==> src/rtl/dvp_pixel_assembler.sv <==
// dvp_pixel_assembler
//   Assembles RGB565 pixels from an 8-bit DVP camera byte stream. The high
//   byte arrives first. Emitted pixels carry registered column/row
//   coordinates. Capture arms only after the first vsync rising edge seen
//   after reset. Any frame already in flight at reset is discarded.
//
// Parameters
//   H_ACTIVE : active pixels per line
//   V_ACTIVE : active lines per frame
//
// Ports
//   clk         in   camera pixel clock, the only clock (rising edge)
//   reset       in   asynchronous active-low reset
//   cam_data    in   DVP byte bus
//   href        in   line valid, bytes valid while high
//   vsync       in   frame sync, active-high pulse between frames
//   pixel       out  assembled RGB565 pixel
//   pixel_valid out  one-cycle strobe qualifying pixel/x/y
//   x, y        out  coordinates of the strobed pixel
//   frame_start out  high with pixel_valid for pixel (0,0) only
//   frame_done  out  pulse on the vsync rise that ends a complete frame
//   line_err    out  sticky line-length error
//
// Optional feature
//   DVP_LINE_CHECK_EN : when defined, line_err flags any captured line whose
//   byte count is not 2*H_ACTIVE. Otherwise line_err is tied to 0.
module dvp_pixel_assembler #(
  parameter int H_ACTIVE = 640,
  parameter int V_ACTIVE = 480
) (
  input  logic        clk,
  input  logic        reset,
  input  logic [7:0]  cam_data,
  input  logic        href,
  input  logic        vsync,
  output logic [15:0] pixel,
  output logic        pixel_valid,
  output logic [9:0]  x,
  output logic [8:0]  y,
  output logic        frame_start,
  output logic        frame_done,
  output logic        line_err
);

  typedef enum logic [1:0] {WAIT_SYNC, WAIT_LINE, CAPTURE} state_t;

  localparam logic [9:0] H_MAX = 10'(H_ACTIVE);
  localparam logic [8:0] V_MAX = 9'(V_ACTIVE);

  state_t     state;
  logic       vsync_q;
  logic       phase;        // 0: expecting high byte, 1: expecting low byte
  logic [7:0] hi_byte;
  logic [9:0] x_cnt;        // next column; saturates at H_ACTIVE
  logic [8:0] y_cnt;        // current row; saturates at V_ACTIVE
  logic       line_has_px;  // a pixel was emitted on the current line

  logic vs_rise;
  logic sample;

  assign vs_rise = vsync & ~vsync_q;

  // Bytes are taken in CAPTURE, and also on the WAIT_LINE -> CAPTURE edge
  // itself, so the first byte of a line is not lost. vsync high blocks
  // sampling outright.
  assign sample = href & ~vsync &
                  ((state == CAPTURE) ||
                   ((state == WAIT_LINE) && (y_cnt < V_MAX)));

  always_ff @(posedge clk or negedge reset) begin
    if (!reset) begin
      state       <= WAIT_SYNC;
      vsync_q     <= 1'b0;
      phase       <= 1'b0;
      hi_byte     <= '0;
      x_cnt       <= '0;
      y_cnt       <= '0;
      line_has_px <= 1'b0;
      pixel       <= '0;
      pixel_valid <= 1'b0;
      x           <= '0;
      y           <= '0;
      frame_start <= 1'b0;
      frame_done  <= 1'b0;
    end else begin
      vsync_q     <= vsync;
      pixel_valid <= 1'b0;
      frame_start <= 1'b0;
      frame_done  <= 1'b0;

      if (vs_rise) begin
        // A new frame starts from any state. A line in progress is aborted.
        state       <= WAIT_LINE;
        x_cnt       <= '0;
        y_cnt       <= '0;
        phase       <= 1'b0;
        line_has_px <= 1'b0;
        frame_done  <= (y_cnt == V_MAX);
      end else begin
        case (state)
          WAIT_LINE: if (sample) state <= CAPTURE;
          CAPTURE: begin
            if (!href) begin
              // End of line. A pending odd byte is dropped with the phase.
              state       <= WAIT_LINE;
              phase       <= 1'b0;
              line_has_px <= 1'b0;
              if (line_has_px) begin
                x_cnt <= '0;
                if (y_cnt < V_MAX) y_cnt <= y_cnt + 9'd1;
              end
            end
          end
          default: ;
        endcase
      end

      if (sample) begin
        phase <= ~phase;
        if (!phase) begin
          hi_byte <= cam_data;
        end else if (x_cnt < H_MAX) begin
          pixel       <= {hi_byte, cam_data};
          pixel_valid <= 1'b1;
          x           <= x_cnt;
          y           <= y_cnt;
          frame_start <= (x_cnt == '0) && (y_cnt == '0);
          x_cnt       <= x_cnt + 10'd1;
          line_has_px <= 1'b1;
        end
      end
    end
  end

`ifdef DVP_LINE_CHECK_EN
  // Byte counter saturates one past the nominal length. A line that is too
  // long then stays distinguishable from a line of exactly the right length.
  localparam int            BCW    = $clog2(2*H_ACTIVE + 2);
  localparam logic [BCW-1:0] B_FULL = BCW'(2*H_ACTIVE);
  localparam logic [BCW-1:0] B_SAT  = BCW'(2*H_ACTIVE + 1);

  logic [BCW-1:0] byte_cnt;

  always_ff @(posedge clk or negedge reset) begin
    if (!reset) begin
      byte_cnt <= '0;
      line_err <= 1'b0;
    end else if (vs_rise) begin
      byte_cnt <= '0;
    end else if ((state == CAPTURE) && !href) begin
      byte_cnt <= '0;
      if (byte_cnt != B_FULL) line_err <= 1'b1;
    end else if (sample && (byte_cnt != B_SAT)) begin
      byte_cnt <= byte_cnt + 1'b1;
    end
  end
`else
  assign line_err = 1'b0;
`endif

endmodule

==> config.mk <==
export PLATFORM = sky130hd
export DESIGN_NAME = dvp_pixel_assembler
export DESIGN_NICKNAME = d
export VERILOG_FILES = /design/src/rtl/dvp_pixel_assembler.sv
export SDC_FILE = /design/constraint.sdc
export NUM_CORES = 1
export LEC_CHECK = 0
export ABC_AREA = 1
export CORE_MARGIN = 2
export CORE_UTILIZATION = 50
export DETAILED_ROUTE_END_ITERATION = 16
export PLACE_DENSITY = 0.75
export REMOVE_ABC_BUFFERS = 1
export SYNTH_ARGS = -nofsm -noshare
export SYNTH_HDL_FRONTEND = slang
export SYNTH_SLANG_ARGS = --single-unit
==> constraint.sdc <==
create_clock -name clk -period 3.8 [get_ports clk]
set_clock_uncertainty 0.15 [all_clocks]
set_input_delay 0.38 -clock clk [delete_from_list [all_inputs] [get_ports clk]]
set_output_delay 0.38 -clock clk [all_outputs]
set_load 0.01 [all_outputs]
After elaboration in Yosys (flattened, before gate mapping):

Index checks and enable logic that the tools add are counted.

* flip-flop bits (word level): 70
* word-level logic and storage cells: 78
* input bits: 12

* mux-type cells: 33
* equal/unequal tests: 7
* order comparisons: 2
* $add $sub $neg: 2
* reduce and logical (&&, ||, !) cells: 15
* bitwise operators: 6

Operators with widths (count)
* 10-bit two-way mux: 7
* 9-bit two-way mux: 5
* 1-bit two-way mux: 17
* 10-bit by 1-bit adder with 10-bit output, second input constant: 1
* 10-bit logical NOT: 1
* 10-bit < comparator, second input constant: 1
* 9-bit by 1-bit adder with 9-bit output, second input constant: 1
* 9-bit equality test, second input constant: 1
* 9-bit logical NOT: 1
* 9-bit < comparator, second input constant: 1
* 2-bit two-way mux: 3
* 3-bit != test, second input constant: 2
* 3-bit AND reduction: 2
* 2-bit nonzero test: 3
* 3-bit nonzero test: 2
* 2-bit one-hot mux with 2 select lines: 1
* 2-bit AND reduction: 2
* 4-bit AND reduction: 1
* 1-bit bitwise AND: 3
* 3-bit by 1-bit != test with 1-bit output, second input constant: 1
* 1-bit inverter: 3
* 2-bit by 1-bit equality test with 1-bit output, second input constant: 1
* 2-bit equality test, second input constant: 1
* 1-bit logical AND: 2
* 2 further kinds: 2

Longest topological paths before layout:

Gate-level depths: netlist of the first run.

* depth in word-level cells: 7
* gate-level depth with buffers: 10
* depth with buffers taken out: 10

Worst setup path after synthesis of the first run:

Ideal clock, no wire load.

* path kind: input -> register
* from: in vsync
* to: reg pixel[2]
* data arrival time: 1.188 ns
* path buffers: 2
* path slack: 2.344 ns
* cell stages on the path: 10
* path through: inv_1 nand2_1 nor2_1 nand2_2 nand2_2 nand2_2 buf_6 buf_8 nand2_1 o21ai_2

* cells in the longest elaborated chain, start to end: 4

RTL lines
* start: declaration: RTL line 35 `input logic vsync,`
* 1-bit inverter: RTL line 66 `assign sample = href & ~vsync &`
* 1-bit bitwise AND (2 in series): RTL line 66
* 3-bit AND reduction (no source line)
* end signal: assignment: RTL line 123 `pixel <= {hi_byte, cam_data};`
* end: declaration: RTL line 36 `output logic [15:0] pixel,`

Every way passes these cells.
A chain may end at the register's enable or synchronous reset.

Worst setup path in the final report of the first run:

* from: in vsync
* to: reg x_cnt[1]

* cells in the longest elaborated chain, start to end: 5

RTL lines
* 1-bit bitwise AND: RTL line 61 `assign vs_rise = vsync & ~vsync_q;`
* 10-bit two-way mux: RTL line 91 `if (vs_rise) begin`
* 10-bit two-way mux: RTL line 122 `end else if (x_cnt < H_MAX) begin`
* 10-bit two-way mux: RTL line 120 `if (!phase) begin`
* 10-bit two-way mux (*): RTL line 118 `if (sample) begin`
* end signal: assignment: RTL line 128 `x_cnt <= x_cnt + 10'd1;`
* end: declaration: RTL line 54 `logic [9:0] x_cnt;`

Every way passes the cells marked *; elsewhere a longest branch is shown, timed or not.

==> results of run 1 <==
[logic make-up (layout without fill, tap and decap cells)]
group | Yosys count | after routing | share of synthesized area
other | 1 | 1 | 0.00115
AND/OR/NAND/NOR | 175 | 175 | 0.231
adder cells (fa/ha/maj) | 4 | 4 | 0.0154
buffers and inverters | 64 | 118 | 0.0957
AO/OA/AOI/OAI | 55 | 55 | 0.114
flip-flops | 70 | 70 | 0.538
XOR/XNOR | 2 | 2 | 0.00538
[routing by layer]
metal | global-route usage | share of wire
met3 | 0.0364 | 0.031
met4 | 0.0981 | 0.014
met1 | 0.257 | 0.45
met2 | 0.326 | 0.50
met5 | 0 | 0
[synthesized netlist by cell type (all sizes together), types with 2 or more instances]
library cell,instances,share of area
xor2,2,0.0054
nand2,117,0.14
nor4,2,0.0038
inv,51,0.059
dfrtp,70,0.54
a21oi,3,0.0046
o21ai,51,0.11
ha,4,0.015
nand3,19,0.031
buf,12,0.036
nand4,10,0.019
nor2,26,0.036
[path summary, 6_finish.rpt]
path	from	end	slack, ns	cells after the start
min reg2reg	hi_byte[1]$_DFFE_PN0P_	pixel[9]$_DFFE_PN0P_	0.32	2
min	hi_byte[1]$_DFFE_PN0P_	pixel[9]$_DFFE_PN0P_	0.32	2
max in group asynchronous	reset	x_cnt[2]$_DFF_PN0_	2.09	3
max reg2reg	y_cnt[5]$_DFFE_PN0P_	x_cnt[1]$_DFF_PN0_	1.53	10
max	vsync	x_cnt[1]$_DFF_PN0_	1.52	11
min in group asynchronous	reset	y_cnt[0]$_DFFE_PN0P_	0.46	2
[power by group]
part           leakage [uW]  switching [uW]  total (uW)  internal, uW
clock              0.000115             277         677           399
combinational      0.000920             376         753           377
sequential         0.000921             123        1080           953
total               0.00196             776        2510          1730
[tightest hold or removal path: stages, from the launching register on]
cell and delay, ns:
dfrtp_1 0.35, nand2_1 0.05, nand2_1 0.04
[metrics by stage]
step	util	setup WS (ns)	std cells	hold slack, ns	total power (uW)
global route	0.628	1.21	502	0.339	2660
global placement	0.591	1.26	486	0.300	1820
CTS	0.628	1.54	502	0.328	2530
detailed placement	0.591	1.16	486	0.309	1850
finish	0.628	1.52	502	0.322	2510
floorplan	-	1.30	358	-0.0656	1470
[final cells by class]
type,count,area [um2]
fill,568,2350
sequential,70,1750
multi-input combinational,237,1190
timing repair buffer,52,510
inverter,51,191
clock buffer,11,151
tap,77,96.3
clock inverter,4,70.1
[registers in the layout, summed over array words and instances (netlist names), 2 cells and up]
name	cells
state	2
x	10
y_cnt	9
pixel	16
hi_byte	8
x_cnt	10
y	9
[cells in the final DEF, fill, tap and decap left out, drive strengths merged]
cell type / n
clkinv: 2
buf: 3
ha: 4
a21oi: 3
o21a: 1
nand4: 10
nor3: 1
conb: 1
nor2: 26
dfrtp: 70
clkbuf: 11
dlygate4sd3: 1
o21ai: 51
clkdlybuf4s50: 48
nand3: 19
bufinv: 2
nor4: 2
xor2: 2
nand2: 117
inv: 51
==> results.cfg, run 1 <==
[drt]
wl_per_cell_um = 12.7
totalWireLength_mm = 6.38
drt_iter0_markers = 173
drc = 0
vias = 2525
detailedRoute.firstPassIterationCount = 5
drtAntennaViolNets = 0
viasPerCell = 5.03

[global_route]
antenna_found_initial = 0
grt_usage = 0.200
grt_overflow = 0
first_global_vias = 2556
grt_pass1_wl_mm = 11.4
grt_max_degree = 65

[layout]
final_cell_area_um2 = 3970
antenna_cells = 0
drive_above_1_share = 0.125
layout.nets = 437
area_growth_pct = 21.7

[power_and_ir_drop]
ir_worst_vdd_mv = 0.388
power.leakage_uw = 0.00196
power_per_cell_area_nw_per_um2 = 632

[critical_path]
critical_path_class = input port to register
cp_max_fo = 64
worstPathCellList = clkdlybuf4s50_1, inv_1, nand2_1, nor2_1, nand2_2, nand2_2, nand2_2, buf_4, o21ai_0, o21ai_0, inv_1
critPathBufInv = 4
cp-start-kind = input port
cpPeakStageDelay_ns = 0.59
path_common_cell = nand2_2
slowest_stage = buf_4
cpLargestDelayFamily = buffers and inverters
endpoint_kind = register
critPathRequiredTime_ns = 3.89
arrival_ns = 2.37

[synth]
ys.flop_type = dfrtp_1
synth.distinct_cells = 26
ys_ff_latch = 70
seq_area_frac_synth = 0.538
syn_area_um2 = 3260
synth_cells = 371
ys_async_sr_fraction = 1.00
syn_area_per_cell_um2 = 8.78
synth-edff-count = 0
yosysWarnings = 0

[timing]
finalMaxSlewViolations = 0
max_freq_mhz = 439
tightestPinTransition_ns = 0.757
grt_setup_unrepaired = no
slew_headroom = 0.495
hold_viol = 0
period_share = 0.600
setup_viol = 0
fin_crit_ns = 2.28
finalSetupTns_ns = 0

[clock_tree]
ctsResizeCount = 0
htreeDepth = 3
clock_path_buffers = 2
numCtsBuffers = 9
postCtsSetupBuffers = 0
ctsHoldBuffers = 1
clock_latency_ns = 0.35
root_buffer = clkbuf_8
cts_sinks = 70
cts_tree = built
worst_setup_hold_path_clk_slew_ns = 0.07

[die]
core_um2 = 6310
fp-row-count = 29
pin_count = 51
dieWidth_um = 84.7
die_h_um = 84.7
initial_core_util = 0.516
dieArea_um2 = 7170

[place]
io_buffer_count = 49
placedInstanceArea_um2 = 3730
gp_congestion = 0.885
place_hpwl_mm = 4.39

[hold_path]
min_path_type = register to register

[job]
maxCapViolations = 0

[status]
status = completed
Note: power is estimated with default switching activity, not from simulation.
==> inputs of run 2 (changes only) <==
- clock period: 3.8 -> 2.25 ns (I/O delays scaled with it)
==> results.cfg, run 2 (same netlist as run 1, synthesis figures left out) <==
[status]
status = completed

[drt]
viasPerCell = 5.04
drt_iter0_markers = 159
drc = 0
totalWireLength_mm = 6.78
detailedRoute.firstPassIterationCount = 4
wl_per_cell_um = 13.4
vias = 2555
drtAntennaViolNets = 0

[job]
maxCapViolations = 0

[hold_path]
min_path_type = input port to register
holdPathEnd = vsync_q$_DFF_PN0_
hold_path_depth = 1
hp-start = vsync

[die]
dieArea_um2 = 7170
core_um2 = 6310
pin_count = 51
fp-row-count = 29
dieWidth_um = 84.7
die_h_um = 84.7
initial_core_util = 0.516

[clock_tree]
cts_tree = built
clock_path_buffers = 2
ctsHoldBuffers = 1
worst_setup_hold_path_clk_slew_ns = 0.07
htreeDepth = 3
cts_sinks = 70
numCtsBuffers = 9
postCtsSetupBuffers = 0
ctsResizeCount = 0
clock_latency_ns = 0.35
root_buffer = clkbuf_8

[global_route]
first_global_vias = 2505
grt_overflow = 0
antenna_found_initial = 0
grt_pass1_wl_mm = 11.4
grt_max_degree = 71
grt_usage = 0.201

[power_and_ir_drop]
power.leakage_uw = 0.00199
combPwrFrac = 0.301
seq_power_share = 0.420
power.share.clock = 0.278
swShare = 0.311
switching_power_uw = 1350
ir_worst_vdd_mv = 0.560
power_per_cell_area_nw_per_um2 = 1080
p_int_uw = 3000

[critical_path]
cp_max_fo = 10
endpoint_kind = register
critPathRequiredTime_ns = 2.34
cp-start-kind = register
reg2reg_depth = 7
rr_endpoint = y[8]$_DFFE_PN0P_
arrival_ns = 1.83
critical_path_class = register to register
regToRegSetupSlack_ns = 0.51
r2r_start = x_cnt[8]$_DFF_PN0_

[timing]
setup_viol = 0
period_share = 0.773
grt_setup_unrepaired = no
fin_ws_ns = 0.510
max_freq_mhz = 575
finalMaxSlewViolations = 0
fin_crit_ns = 1.74
hold_viol = 0

[layout]
area_growth_pct = 24.1
drive_above_1_share = 0.135
layout_commonest_cell = nand2_1
final_cell_mix = 112 x nand2_1, 70 x dfrtp_1, 50 x inv_1
layout.nets = 442
reg_top3 = pixel (16), x (10), x_cnt (10)
stdcell_count = 507
antenna_cells = 0
largest_reg_flops = 16
largest_register = pixel

[place]
gp_congestion = 0.818
io_buffer_count = 49
numPlacedInstances = 491
dpl_worst_slack_ns = 0.287
place_hpwl_mm = 4.62
run 2: changes by cell type in the layout (fill, tap and decap cells not counted):
cell	change
bufinv_16	+1
clkinvlp_4	+1
clkbuf_8	-2
buf_12	+2
clkinv_4	+1
clkinv_2	-1
buf_4	+3
run 2: power groups by stage:
stage	Combinational, uW	Clock [uW]	Sequential [uW]
floorplan	568	0	1910
global placement	1270	0	1840
detailed placement	1320	0	1850
CTS	1330	1220	1830
global route	1450	1280	1870
finish	1310	1210	1830
run 2: cell type report:
cell class / count / area (um2)
fill: 528 / 2270
sequential: 70 / 1750
multi-input combinational: 237 / 1190
timing repair buffer: 57 / 573
inverter: 51 / 191
clock buffer: 9 / 124
clock inverter: 6 / 111
tap: 77 / 96.3
run 2: metrics by stage:
step / TNS, ns / power, uW / hold WS [ns] / util / instance area, um2
2_1_floorplan: -2.64 / 2480 / -0.221 / - / 3140
3_3_place_gp: 0 / 3110 / 0.130 / 0.601 / 3800
3_5_place_dp: 0 / 3170 / 0.128 / 0.601 / 3800
4_1_cts: 0 / 4380 / 0.200 / 0.640 / 4040
5_1_grt: 0 / 4600 / 0.216 / 0.640 / 4040
6_report: 0 / 4350 / 0.203 / 0.640 / 4040
run 2: worst max-delay path by stage:
stage                              start  slack (ns)                      to
floorplan           y_cnt[6]$_DFFE_PN0P_       -0.25        y[8]$_DFFE_PN0P_
global placement                    href        0.34  hi_byte[6]$_DFFE_PN0P_
detailed placement                  href        0.29        y[8]$_DFFE_PN0P_
CTS                   x_cnt[8]$_DFF_PN0_        0.50        y[8]$_DFFE_PN0P_
global route        y_cnt[6]$_DFFE_PN0P_        0.31    y_cnt[4]$_DFFE_PN0P_
finish                x_cnt[8]$_DFF_PN0_        0.51        y[8]$_DFFE_PN0P_
run 2: metal layers:
metal	vias to the layer above	track usage	wire (um)
met4	0	0.105	99
met5	-	0	0
met3	11	0.0403	237
met2	51	0.315	3320
li1	1274	-	-
met1	1219	0.266	3120
run 2: worst max-delay path, stage by stage (launching register included):
cell and delay (ns):
dfrtp_1 0.43, nor2_2 0.18, nor2_2 0.08, nor2_8 0.16
nand2_2 0.12, inv_1 0.26, nand2_1 0.13, o21a_1 0.13
==> inputs of run 3 (changes only) <==
- CORE_UTILIZATION: 50 -> 48
- clock period: 2.25 -> 1.5 ns (I/O delays scaled with it)
==> results.cfg, run 3 (same netlist as run 1, synthesis figures left out) <==
[layout]
final_util = 0.676
final_cell_area_um2 = 4520
area_growth_pct = 38.6
layout_commonest_cell = nand2_1
final_cell_mix = 86 x nand2_1, 70 x dfrtp_1, 42 x inv_1
antenna_cells = 0
layout.nets = 476
drive_above_1_share = 0.303
reg_top3 = pixel (16), x (10), x_cnt (10)
largest_reg_flops = 16
largest_register = pixel

[clock_tree]
root_buffer = clkbuf_8
clock_latency_ns = 0.34
worst_setup_hold_path_clk_slew_ns = 0.08
htreeDepth = 3
cts_tree = built
cts_sinks = 70
clock_path_buffers = 2
numCtsBuffers = 9

[critical_path]
slowest_stage = dfrtp_1
endpoint_kind = register
cpLargestDelayFamily = simple AND/OR/NAND/NOR gates
cp_max_fo = 8
arrival_ns = 1.67
rr_endpoint = pixel[5]$_DFFE_PN0P_
worst-path-stages = 9
critPathCapture = pixel[5]$_DFFE_PN0P_
r2r_start = y_cnt[7]$_DFFE_PN0P_
reg2reg_depth = 9
critPathRequiredTime_ns = 1.63
path_common_cell = nand2_4
regToRegSetupSlack_ns = -0.04
cpPeakStageDelay_ns = 0.40
critPathBufInv = 3
critical_path_class = register to register
cp-start-kind = register
cp-startpoint = y_cnt[7]$_DFFE_PN0P_
worstPathCellList = nand2_1, inv_2, nand2_4, nand2_4, nand2_4, nand2_8, buf_12, buf_4, o21ai_2

[power_and_ir_drop]
ir_worst_vdd_mv = 0.867
finalPower_uw = 6530
power.leakage_uw = 0.00235
power_per_cell_area_nw_per_um2 = 1450

[job]
maxCapViolations = 0

[global_route]
first_global_vias = 2566
grt_pass1_wl_mm = 11.3
grt_usage = 0.192
grt_max_degree = 71
antenna_found_initial = 0
grt_overflow = 0

[status]
status = finished with violations
violations = setup timing

[drt]
totalWireLength_mm = 7.34
viasPerCell = 4.97
drt_iter0_markers = 126
drtAntennaViolNets = 0
drc = 0
vias = 2707
wl_per_cell_um = 13.5
detailedRoute.firstPassIterationCount = 5

[die]
fp-row-count = 30
dieWidth_um = 86.4
die_h_um = 86.4
dieArea_um2 = 7460
pin_count = 51
initial_core_util = 0.487
core_um2 = 6680

[timing]
fin_crit_ns = 1.54
fin_ws_ns = -0.0373
finalMaxSlewViolations = 0
setup_viol = 11
grt_setup_unrepaired = yes
max_freq_mhz = 651
hold_viol = 0
period_share = 1.02

[place]
place_hpwl_mm = 4.64
io_buffer_count = 49
dpl_worst_slack_ns = -0.350
placedInstanceArea_um2 = 4020
gp_congestion = 0.838

[hold_path]
min_path_type = input port to register
==> run 3: cell types whose count changed in the layout (fill, tap and decap cells not counted), moves of 4 or more <==
cell,delta
buf_4,+19
buf_6,+11
clkdlybuf4s50_1,-38
dlygate4sd2_1,+38
inv_1,-8
inv_2,+7
nand2_1,-26
nand2_2,+20
nand2_4,+4
o21ai_0,-14
o21ai_1,+10
o21ai_2,+4
==> run 3: repair_timing <==
| item | in CTS | in global routing |
|---|---|---|
| setup endpoints to repair | 77 | 64 |
| setup buffers | 0 | 3 |
| hold buffers | 1 | 0 |
| pin swaps | 0 | 9 |
| cloned | 0 | 4 |
| hold endpoints to repair | 70 | 0 |
| resized for setup | 51 | 73 |
==> run 3: power breakdown <==
part	switching, uW	internal [uW]	leakage (uW)
Sequential	351	2410	0.000921
Combinational	1160	1080	0.00133
Clock	750	773	0.0000996
Total	2270	4260	0.00235
==> run 3: metal layers <==
| metal | GRT usage | up-vias | part of all wire |
|---|---|---|---|
| met5 | 0 | - | 0 |
| met4 | 0.0767 | 0 | 0.013 |
| met3 | 0.0362 | 10 | 0.038 |
| met2 | 0.322 | 65 | 0.51 |
| met1 | 0.244 | 1282 | 0.44 |
| li1 | - | 1350 | - |
==> run 3: how the worst min path moves through the flow <==
stage	start	to	cells after the start
2_1_floorplan	reset	frame_done$_DFF_PN0_	0
3_3_place_gp	reset	vsync_q$_DFF_PN0_	2
3_5_place_dp	reset	vsync_q$_DFF_PN0_	2
4_1_cts	vsync	vsync_q$_DFF_PN0_	1
5_1_grt	vsync	vsync_q$_DFF_PN0_	1
6_report	vsync	vsync_q$_DFF_PN0_	1
==> run 3: area by class of cell <==
cell class	count	area [um2]
Fill cell	537	2170
Sequential cell	70	1750
Multi-Input combinational cell	237	1380
Timing Repair Buffer	91	887
Inverter	51	199
Clock buffer	9	124
Tap cell	80	100
Clock inverter	7	73.8
==> run 3: metrics by stage <==
| step | hold WS (ns) | setup TNS (ns) | std cells |
|---|---|---|---|
| 2_1_floorplan | -0.296 | -28.70 | 358 |
| 3_3_place_gp | 0.0516 | -14.36 | 521 |
| 3_5_place_dp | 0.0490 | -16.87 | 521 |
| 4_1_cts | 0.137 | -0.00101 | 538 |
| 5_1_grt | 0.171 | -2.90 | 545 |
| 6_report | 0.193 | -0.202 | 545 |
